<file path="config.mk">
export PLATFORM = sky130hd
export DESIGN_NAME = riscv_core_div_issue
export DESIGN_NICKNAME = d
export VERILOG_FILES = /design/src/rtl/riscv_core_div_pkg.sv /design/src/rtl/riscv_core_div_fastpath.sv /design/src/rtl/riscv_core_div_issue.sv
export SDC_FILE = /design/constraint.sdc
export NUM_CORES = 1
export LEC_CHECK = 0
export ABC_AREA = 0
export CELL_PAD_IN_SITES_DETAIL_PLACEMENT = 0
export CELL_PAD_IN_SITES_GLOBAL_PLACEMENT = 1
export CORE_MARGIN = 1.5
export CORE_UTILIZATION = 31
export DETAILED_ROUTE_END_ITERATION = 10
export PLACE_DENSITY = 0.83
export RECOVER_POWER = 100
export SLEW_MARGIN = 20
export SYNTH_ARGS = -nofsm -noshare
export SYNTH_HDL_FRONTEND = slang
export SYNTH_HIERARCHICAL = 1
export SYNTH_SLANG_ARGS = --single-unit
</file>
<file path="constraint.sdc">
create_clock -name i_divissue_clk -period 2 [get_ports i_divissue_clk]
set_clock_uncertainty 0.2 [all_clocks]
set_input_delay 0.4 -clock i_divissue_clk [delete_from_list [all_inputs] [get_ports i_divissue_clk]]
set_output_delay 0.4 -clock i_divissue_clk [all_outputs]
set_load 0.1 [all_outputs]
</file>
<file path="src/rtl/riscv_core_div_pkg.sv">
`default_nettype none
// +-----------------------------------------------------------------------------+
// | Package : riscv_core_div_pkg                                                 |
// | Shared op encodings, FSM states and widths for the divider issue logic.      |
// | Rev 1.0 : initial release                                                    |
// +-----------------------------------------------------------------------------+
package riscv_core_div_pkg;

  localparam int XLEN_DEFAULT = 64;
  localparam int WORD_MSB     = 31;

  typedef enum logic [1:0] {
    DIV  = 2'b00,
    DIVU = 2'b01,
    REM  = 2'b10,
    REMU = 2'b11
  } div_op_e;

  typedef enum logic [2:0] {
    S_IDLE  = 3'd0,
    S_ISSUE = 3'd1,
    S_WAIT  = 3'd2,
    S_DRAIN = 3'd3,
    S_WB    = 3'd4
  } div_issue_state_e;

endpackage
`default_nettype wire

</file>
<file path="src/rtl/riscv_core_div_fastpath.sv">
`default_nettype none
// +-----------------------------------------------------------------------------+
// | Module  : riscv_core_div_fastpath                                            |
// | Detects divide-by-zero and signed overflow and produces their result.        |
// | Rev 1.0 : initial release                                                    |
// +-----------------------------------------------------------------------------+
module riscv_core_div_fastpath
  import riscv_core_div_pkg::*;
#(
  parameter int XLEN = XLEN_DEFAULT
) (
  input  logic [1:0]      i_op,
  input  logic            i_isword,
  input  logic [XLEN-1:0] i_srcA,
  input  logic [XLEN-1:0] i_srcB,
  output logic            o_hit,
  output logic [XLEN-1:0] o_data
);

  logic            w_b_zero;
  logic            w_b_m1;
  logic            w_a_min;
  logic [XLEN-1:0] w_a_sext;
  logic [XLEN-1:0] w_a_sel;

  always_comb begin
    w_a_sext = {{(XLEN-WORD_MSB-1){i_srcA[WORD_MSB]}}, i_srcA[WORD_MSB:0]};
    if (i_isword) begin
      w_b_zero = (i_srcB[WORD_MSB:0] == 32'h0);
      w_b_m1   = &i_srcB[WORD_MSB:0];
      w_a_min  = (i_srcA[WORD_MSB:0] == 32'h8000_0000);
      w_a_sel  = w_a_sext;
    end else begin
      w_b_zero = (i_srcB == '0);
      w_b_m1   = &i_srcB;
      w_a_min  = (i_srcA == {1'b1, {(XLEN-1){1'b0}}});
      w_a_sel  = i_srcA;
    end

    // op[0]=0 is signed, op[1]=1 is remainder
    o_hit  = w_b_zero | (~i_op[0] & w_a_min & w_b_m1);
    o_data = '0;
    if (w_b_zero) begin
      o_data = i_op[1] ? w_a_sel : '1;
    end else if (!i_op[1]) begin
      o_data = w_a_sel;
    end
  end

endmodule
`default_nettype wire

</file>
<file path="src/rtl/riscv_core_div_issue.sv">
`default_nettype none
// +-----------------------------------------------------------------------------+
// | Module  : riscv_core_div_issue                                               |
// | EX-stage divide initiator: stalls, drives the divider, emits writeback.      |
// | Option  : DIV_ISSUE_FASTPATH_EN bypasses the divider for /0 and overflow.    |
// | Rev 1.0 : initial release                                                    |
// +-----------------------------------------------------------------------------+
module riscv_core_div_issue
  import riscv_core_div_pkg::*;
#(
  parameter int XLEN   = XLEN_DEFAULT,
  parameter int REG_AW = 5
) (
  input  logic              i_divissue_clk,
  input  logic              i_divissue_rstn,
  input  logic              i_divissue_valid,
  input  logic [1:0]        i_divissue_op,
  input  logic              i_divissue_isword,
  input  logic [XLEN-1:0]   i_divissue_srcA,
  input  logic [XLEN-1:0]   i_divissue_srcB,
  input  logic [REG_AW-1:0] i_divissue_rd,
  input  logic              i_divissue_flush,
  output logic              o_divissue_div_en,
  output logic [XLEN-1:0]   o_divissue_div_srcA,
  output logic [XLEN-1:0]   o_divissue_div_srcB,
  output logic [1:0]        o_divissue_div_ctrl,
  output logic              o_divissue_div_isword,
  input  logic              i_divissue_div_busy,
  input  logic              i_divissue_div_done,
  input  logic [XLEN-1:0]   i_divissue_div_result,
  output logic              o_divissue_stall,
  output logic              o_divissue_wb_valid,
  output logic [REG_AW-1:0] o_divissue_wb_rd,
  output logic [XLEN-1:0]   o_divissue_wb_data
);

  div_issue_state_e  r_state;
  div_issue_state_e  w_next;
  logic [XLEN-1:0]   r_srcA;
  logic [XLEN-1:0]   r_srcB;
  logic [XLEN-1:0]   r_result;
  logic [1:0]        r_op;
  logic              r_isword;
  logic [REG_AW-1:0] r_rd;
  logic              w_accept;
  logic              w_capture;
  logic              w_fast_hit;
  logic [XLEN-1:0]   w_fast_data;

`ifdef DIV_ISSUE_FASTPATH_EN
  riscv_core_div_fastpath #(.XLEN(XLEN)) u_fastpath (
    .i_op     (i_divissue_op),
    .i_isword (i_divissue_isword),
    .i_srcA   (i_divissue_srcA),
    .i_srcB   (i_divissue_srcB),
    .o_hit    (w_fast_hit),
    .o_data   (w_fast_data)
  );
`else
  assign w_fast_hit  = 1'b0;
  assign w_fast_data = '0;
`endif

  always_ff @(posedge i_divissue_clk or negedge i_divissue_rstn) begin
    if (!i_divissue_rstn) begin
      r_state <= S_IDLE;
    end else begin
      r_state <= w_next;
    end
  end

  always_comb begin
    w_next              = r_state;
    w_accept            = 1'b0;
    w_capture           = 1'b0;
    o_divissue_div_en   = 1'b0;
    o_divissue_wb_valid = 1'b0;
    case (r_state)
      S_IDLE: begin
        if (i_divissue_valid && !i_divissue_flush) begin
          w_accept = 1'b1;
          w_next   = w_fast_hit ? S_WB : S_ISSUE;
        end
      end
      S_ISSUE, S_WAIT: begin
        o_divissue_div_en = 1'b1;
        // A flush landing on the done cycle has nothing left to drain
        if (i_divissue_flush) begin
          w_next = i_divissue_div_done ? S_IDLE : S_DRAIN;
        end else if (i_divissue_div_done) begin
          w_capture = 1'b1;
          w_next    = S_WB;
        end else if (i_divissue_div_busy) begin
          w_next = S_WAIT;
        end
      end
      S_DRAIN: begin
        o_divissue_div_en = 1'b1;
        if (i_divissue_div_done) begin
          w_next = S_IDLE;
        end
      end
      S_WB: begin
        o_divissue_wb_valid = ~i_divissue_flush;
        w_next              = S_IDLE;
      end
      default: w_next = S_IDLE;
    endcase
  end

  always_ff @(posedge i_divissue_clk or negedge i_divissue_rstn) begin
    if (!i_divissue_rstn) begin
      r_srcA   <= '0;
      r_srcB   <= '0;
      r_op     <= '0;
      r_isword <= 1'b0;
      r_rd     <= '0;
      r_result <= '0;
    end else begin
      if (w_accept) begin
        r_srcA   <= i_divissue_srcA;
        r_srcB   <= i_divissue_srcB;
        r_op     <= i_divissue_op;
        r_isword <= i_divissue_isword;
        r_rd     <= i_divissue_rd;
        if (w_fast_hit) begin
          r_result <= w_fast_data;
        end
      end
      if (w_capture) begin
        r_result <= i_divissue_div_result;
      end
    end
  end

  // Gated by reset so the stall output is also zero while rstn is low
  assign o_divissue_stall = i_divissue_rstn &
                            ((i_divissue_valid & (r_state != S_WB)) | (r_state == S_DRAIN));

  assign o_divissue_div_srcA   = r_srcA;
  assign o_divissue_div_srcB   = r_srcB;
  assign o_divissue_div_ctrl   = r_op;
  assign o_divissue_div_isword = r_isword;
  assign o_divissue_wb_rd      = r_rd;
  assign o_divissue_wb_data    = r_result;

endmodule
`default_nettype wire
</file>
==> results.json, run 1 <==
{
  "cts_made_buffers": 23,
  "clk_path_buf_depth": 3,
  "hold_end": "o_divissue_div_srcA[1]$_DFFE_PN0P_",
  "worstPathArrival_ns": 1.55,
  "start_util_pct": 31.8,
  "ys_warn_count": 6,
  "fp.dieArea_um2": 26200,
  "post-dp-hpwl_um": 17800,
  "crit_fanout": 4,
  "reg2reg_from": "r_state[2]$_DFFE_PN0P_",
  "post-route-min-period_ns": 2.15,
  "globalRouteMet1Util_pct": 18.5,
  "pin_count": 409,
  "vias_per_cell": 4.48,
  "dr.pass1.iters": 4,
  "grt_pass1_wl_um": 35500,
  "slew-limit-headroom_pct": 36.5,
  "antenna_cells": 0,
  "place_congestion": 0.771,
  "hp-class": "primary input to flip-flop",
  "synth-seq-area-share_pct": 65.0,
  "cp_slowest_cell": "dfrtp_1",
  "synth_cell_types": 20,
  "synth_edf_count": 0,
  "path_class": "flip-flop to output pin",
  "fill_cells": 1768,
  "tightest_slew_ns": 0.953,
  "worstSetupStartpointType": "flip-flop",
  "core_um2": 24500,
  "maxCapViolCount": 0,
  "hold_depth": 2,
  "yosysMostFrequentCell": "dfrtp_1",
  "cpLargestDelayFamily": "flip-flops",
  "final_cells": 1225,
  "vias": 5491,
  "rsz0062_at_grt": "yes",
  "preCtsSetupSlack_ns": -0.254,
  "use_met2_pct": 31.0,
  "wl_per_cell_um": 18.9,
  "post-route-period-util_pct": 107,
  "nNetsFinal": 1093,
  "slew_violations": 0,
  "cts_tree": "done",
  "ant_nets": 0,
  "synthToLayoutAreaGrowth_pct": 95.4,
  "fin_tns_setup_ns": -0.300,
  "postLayoutCoreUtil_pct": 62.2,
  "synthCells": 445,
  "die_height_um": 162,
  "run_status": "finished, violations left",
  "drive_above_1_share_pct": 52.3,
  "top_usage_layer": "met2",
  "r2r.worst_path.cells": 5,
  "clock_latency_ns": 0.50,
  "hold_viol": 0,
  "wl_um": 23100,
  "setup_slack_ns": -0.149,
  "h-tree-depth": 1,
  "endpoint_kind": "output pin",
  "multi_input_area_um2": 2580,
  "rows": 57,
  "dp.cells": 1182,
  "worst_ep_required_time_ns": 1.40,
  "syn_area_per_cell_um2": 17.6,
  "clkTransAtPathRegs_ns": 0.06,
  "synth_area_leaders": "dfrtp_1 (65%), mux2_2 (21%), mux2_4 (9.4%)",
  "drt_iter0_drc": 189,
  "fmax_ghz": 0.465,
  "path_cells": "buf_6, nor4b_4, buf_12",
  "timing.rr.end": "o_divissue_wb_data[25]$_DFFE_PN0P_",
  "cts_root_buffer": "clkbuf_16",
  "critPathMaxStageDelay_ns": 0.38,
  "synth_nets": 651,
  "ys.flop_type": "dfrtp_1",
  "grtUsageMet3_pct": 6.95,
  "ys_seq_elements": 203,
  "grt_usage_pct": 17.5,
  "grt-ovfl-total": 0,
  "area.sequential_um2": 5080,
  "synth_top_cell_by_area": "dfrtp_1",
  "violations": "setup timing",
  "io_buffers": 408,
  "mappedNetlistArea_um2": 7810,
  "crit_buf_inv": 2,
  "synth_common_cells": "dfrtp_1 (203), mux2_2 (149), mux2_4 (49)",
  "antenna_found_initial": 1,
  "drc": 0,
  "reg2reg_setup_slack_ns": 0.05,
  "grt_max_degree": 105,
  "hp-start": "i_divissue_srcA[1]",
  "grt_pass1_vias": 6123,
  "fp.dieW_um": 162,
  "async_flop_share_pct": 100,
  "clock_sink_count": 203,
  "yosysTopAreaCellShare_pct": 65.0,
  "setup_violations": 3
}
## layer usage
metal	wire length [um]	share of wire (%)
met5	13	0.056
met1	7870	34
met3	2420	10
met2	12000	52
met4	823	3.6
## cell usage in the layout (no fill, tap or decap), types with 2 or more instances in the layout
cell / instances
buf_4: 18
dfrtp_1: 203
mux2_4: 49
nor2_4: 2
clkbuf_16: 23
buf_12: 210
mux2_1: 2
clkbuf_1: 6
clkdlybuf4s50_1: 204
o21ai_1: 2
clkinv_2: 4
clkbuf_8: 3
bufinv_16: 2
mux2_2: 149
buf_6: 5
inv_1: 3
## worst reg2reg max path, stage by stage, from the launching register on
cell     delay, ns
dfrtp_1       0.37
nor2_1        0.21
buf_4         0.16
nand3_1       0.28
buf_12        0.30
mux2_4        0.32
## logic make-up (layout without fill, tap and decap cells)
family / count (synthesis) / in the layout / synth area share (%)
flops: 203 / 203 / 65.0
compound gates: 7 / 7 / 0.545
mux: 200 / 200 / 31.2
xor+xnor: 1 / 1 / 0.112
buf+inv: 25 / 481 / 2.43
simple gates: 9 / 9 / 0.705
## through the flow
stage	hold slack, ns	cell area (um^2)
6_report	0.286	15300
4_1_cts	0.263	15300
3_5_place_dp	0.332	14500
2_1_floorplan	-0.0956	7830
3_3_place_gp	0.338	14500
5_1_grt	0.282	15300
## worst max-delay path by stage
stage	startpoint	endpoint	slack, ns	depth (start not counted)
after global routing	r_state[1]$_DFFE_PN0P_	o_divissue_wb_valid	-0.22	3
final	r_state[1]$_DFFE_PN0P_	o_divissue_wb_valid	-0.15	3
after floorplan	r_state[1]$_DFFE_PN0P_	o_divissue_wb_valid	-0.14	1
after CTS	r_state[0]$_DFFE_PN0P_	o_divissue_wb_valid	-0.19	3
after global placement	i_divissue_flush	o_divissue_div_srcA[1]$_DFFE_PN0P_	-0.25	6
after detailed placement	i_divissue_flush	o_divissue_div_srcA[0]$_DFFE_PN0P_	-0.25	6
## what timing repair did
item	CTS	global route
hold endpoints to repair	203	0
buffers inserted	3	1
endpoints found under the setup margin	3	3
pin swaps	3	3
gates resized for setup	6	2
hold buffers	1	0
## registers in the layout, indices dropped and copies added (netlist names)
name,cells
o_divissue_div_isword,1
o_divissue_wb_rd,5
o_divissue_div_srcA,64
r_state,3
o_divissue_wb_data,64
o_divissue_div_ctrl,2
o_divissue_div_srcB,64
## layout make-up
class,count,share of cell area [%]
clock buffer,31,4.16
clock inverter,8,0.639
inverter,3,0.0738
multi-input combinational,217,16.9
sequential,203,33.3
tap,324,2.66
timing repair buffer,439,42.3
Power of run 1 is left out: the tool's default activity adds up to more than one toggle a clock period on the data nets, which glitch-free logic cannot reach.
==> run 2, diff against run 1 <==
--- a/config.mk
+++ b/config.mk
@@ -8,6 +8,7 @@
 export ABC_AREA = 0
 export CELL_PAD_IN_SITES_DETAIL_PLACEMENT = 0
 export CELL_PAD_IN_SITES_GLOBAL_PLACEMENT = 1
+export CORE_ASPECT_RATIO = 1.2
 export CORE_MARGIN = 1.5
 export CORE_UTILIZATION = 31
 export DETAILED_ROUTE_END_ITERATION = 10
==> run 2 against run 1 <==
The run still ends with setup timing left. Core utilization decreased by 0.35 points. Fmax is 2.2% lower. Flip-flop and latch count unchanged. Worst setup slack got worse by 0.048 ns. Final area increased by 0.32%. Wire length is 0.56% higher. First-iteration DRC count fell by 39%.
==> results.json, run 2 (synthesis gave the netlist of run 1 again) <==
{
  "die_height_um": 177,
  "worst_ep_required_time_ns": 1.40,
  "vias_per_cell": 4.45,
  "r2r.worst_path.cells": 5,
  "area.sequential_um2": 5080,
  "vias": 5482,
  "worstSetupStartpointType": "primary input",
  "clkTransAtPathRegs_ns": 0.06,
  "post-route-period-util_pct": 110,
  "cts_root_buffer": "clkbuf_16",
  "fp.dieW_um": 148,
  "wl_per_cell_um": 18.9,
  "wl_um": 23300,
  "met2_length_um": 12400,
  "h-tree-depth": 1,
  "tightest_slew_ns": 0.992,
  "grt_usage_pct": 17.4,
  "mostFrequentLayoutCells": "buf_12 (209), clkdlybuf4s50_1 (204), dfrtp_1 (201), mux2_2 (149), mux2_4 (49)",
  "slew_violations": 0,
  "wl_met1_um": 7710,
  "core_um2": 24800,
  "final_common_cell": "buf_12",
  "io_buffers": 408,
  "post-route-min-period_ns": 2.20,
  "rows": 63,
  "nNetsFinal": 1097,
  "setup_violations": 3,
  "hold_viol": 0,
  "crit_fanout": 4,
  "grt_pass1_vias": 6188,
  "wl_met3_um": 2410,
  "fill_cells": 1777,
  "pin_count": 409,
  "worstPathArrival_ns": 1.60,
  "fp.dieArea_um2": 26200,
  "grt-ovfl-total": 0,
  "dr.pass1.iters": 4,
  "place_congestion": 0.793,
  "antenna_found_initial": 1,
  "hp-class": "primary input to flip-flop",
  "maxCapViolCount": 0,
  "fin_hold_ws_ns": 0.307,
  "grt_max_degree": 108,
  "multi_input_area_um2": 2620,
  "cts_tree": "done",
  "hold_depth": 2,
  "run_status": "finished, violations left",
  "path_class": "primary input to output pin",
  "clock_sink_count": 203,
  "slew-limit-headroom_pct": 33.9,
  "clock_latency_ns": 0.50,
  "drc": 0,
  "fmax_ghz": 0.455,
  "rsz0062_at_grt": "yes",
  "clk_path_buf_depth": 3,
  "post-dp-hpwl_um": 18100,
  "top_layer_used": "met4",
  "drive_above_1_share_pct": 53.0,
  "setup_slack_ns": -0.196,
  "cts_made_buffers": 23,
  "grt_pass1_wl_um": 35200,
  "ant_nets": 0,
  "violations": "setup timing",
  "synthToLayoutAreaGrowth_pct": 96.0,
  "endpoint_kind": "output pin",
  "start_util_pct": 31.6,
  "drt_iter0_drc": 116
}
-- run 2: cell types whose count changed in the layout (fill, tap and decap cells not counted), sizes merged --
cell      delta
buf          +3
clkinv       -3
clkinvlp     +3
clkbuf       +2
diode        +1
-- run 2: path summary, 6_finish.rpt --
path	from	endpoint	slack [ns]
worst max-delay path	i_divissue_flush	o_divissue_wb_valid	-0.20
worst min-delay path	i_divissue_srcA[0]	o_divissue_div_srcA[0]$_DFFE_PN0P_	0.31
worst max register to register	r_state[1]$_DFFE_PN0P_	o_divissue_wb_data[10]$_DFFE_PN0P_	0.06
worst min register to register	o_divissue_div_srcA[0]$_DFFE_PN0P_	o_divissue_div_srcA[0]$_DFFE_PN0P_	0.36
max in group asynchronous	i_divissue_rstn	o_divissue_div_srcA[29]$_DFFE_PN0P_	0.33
min in group asynchronous	i_divissue_rstn	o_divissue_div_srcA[63]$_DFFE_PN0P_	0.53
-- run 2: area by class of cell --
type | instances | share of cell area [%]
clock inverters | 8 | 0.662
diodes | 1 | 0.0163
well taps | 325 | 2.66
inverters | 3 | 0.0735
repair buffers | 443 | 42.2
flip-flops and latches | 203 | 33.2
multi-input cells | 217 | 17.1
clock buffers | 32 | 4.11
-- run 2: what timing repair did --
item | in CTS | in global routing
hold buffers | 1 | 0
pin swaps | 1 | 1
hold endpoints to repair | 203 | 0
gates resized for setup | 2 | 12
setup endpoints to repair | 3 | 3
buffers inserted | 1 | 3
-- run 2: routing by layer --
| metal | track usage [%] | vias to the layer above |
|---|---|---|
| met4 | 6.23 | 0 |
| met3 | 6.57 | 47 |
| met5 | 0 | - |
| li1 | - | 2442 |
| met1 | 17.9 | 2712 |
| met2 | 31.9 | 281 |
-- run 2: worst max-delay path: stages --
cell             delay, ns
clkdlybuf4s50_1       0.46
buf_4                 0.18
nor4b_4               0.33
buf_12                0.22
-- run 2: stage by stage --
| step | TNS (ns) | worst slack [ns] | instances | util [%] | area, um^2 |
|---|---|---|---|---|---|
| after global placement | -40.67 | -0.280 | 1186 | 58.7 | 14500 |
| final | -0.460 | -0.196 | 1232 | 61.9 | 15300 |
| after CTS | -0.675 | -0.233 | 1228 | 61.7 | 15300 |
| after detailed placement | -44.54 | -0.312 | 1186 | 58.7 | 14500 |
| after global routing | -0.720 | -0.257 | 1231 | 61.9 | 15300 |
| after floorplan | -0.175 | -0.145 | 445 | - | 7830 |
Power of run 2 is left out for the same reason.
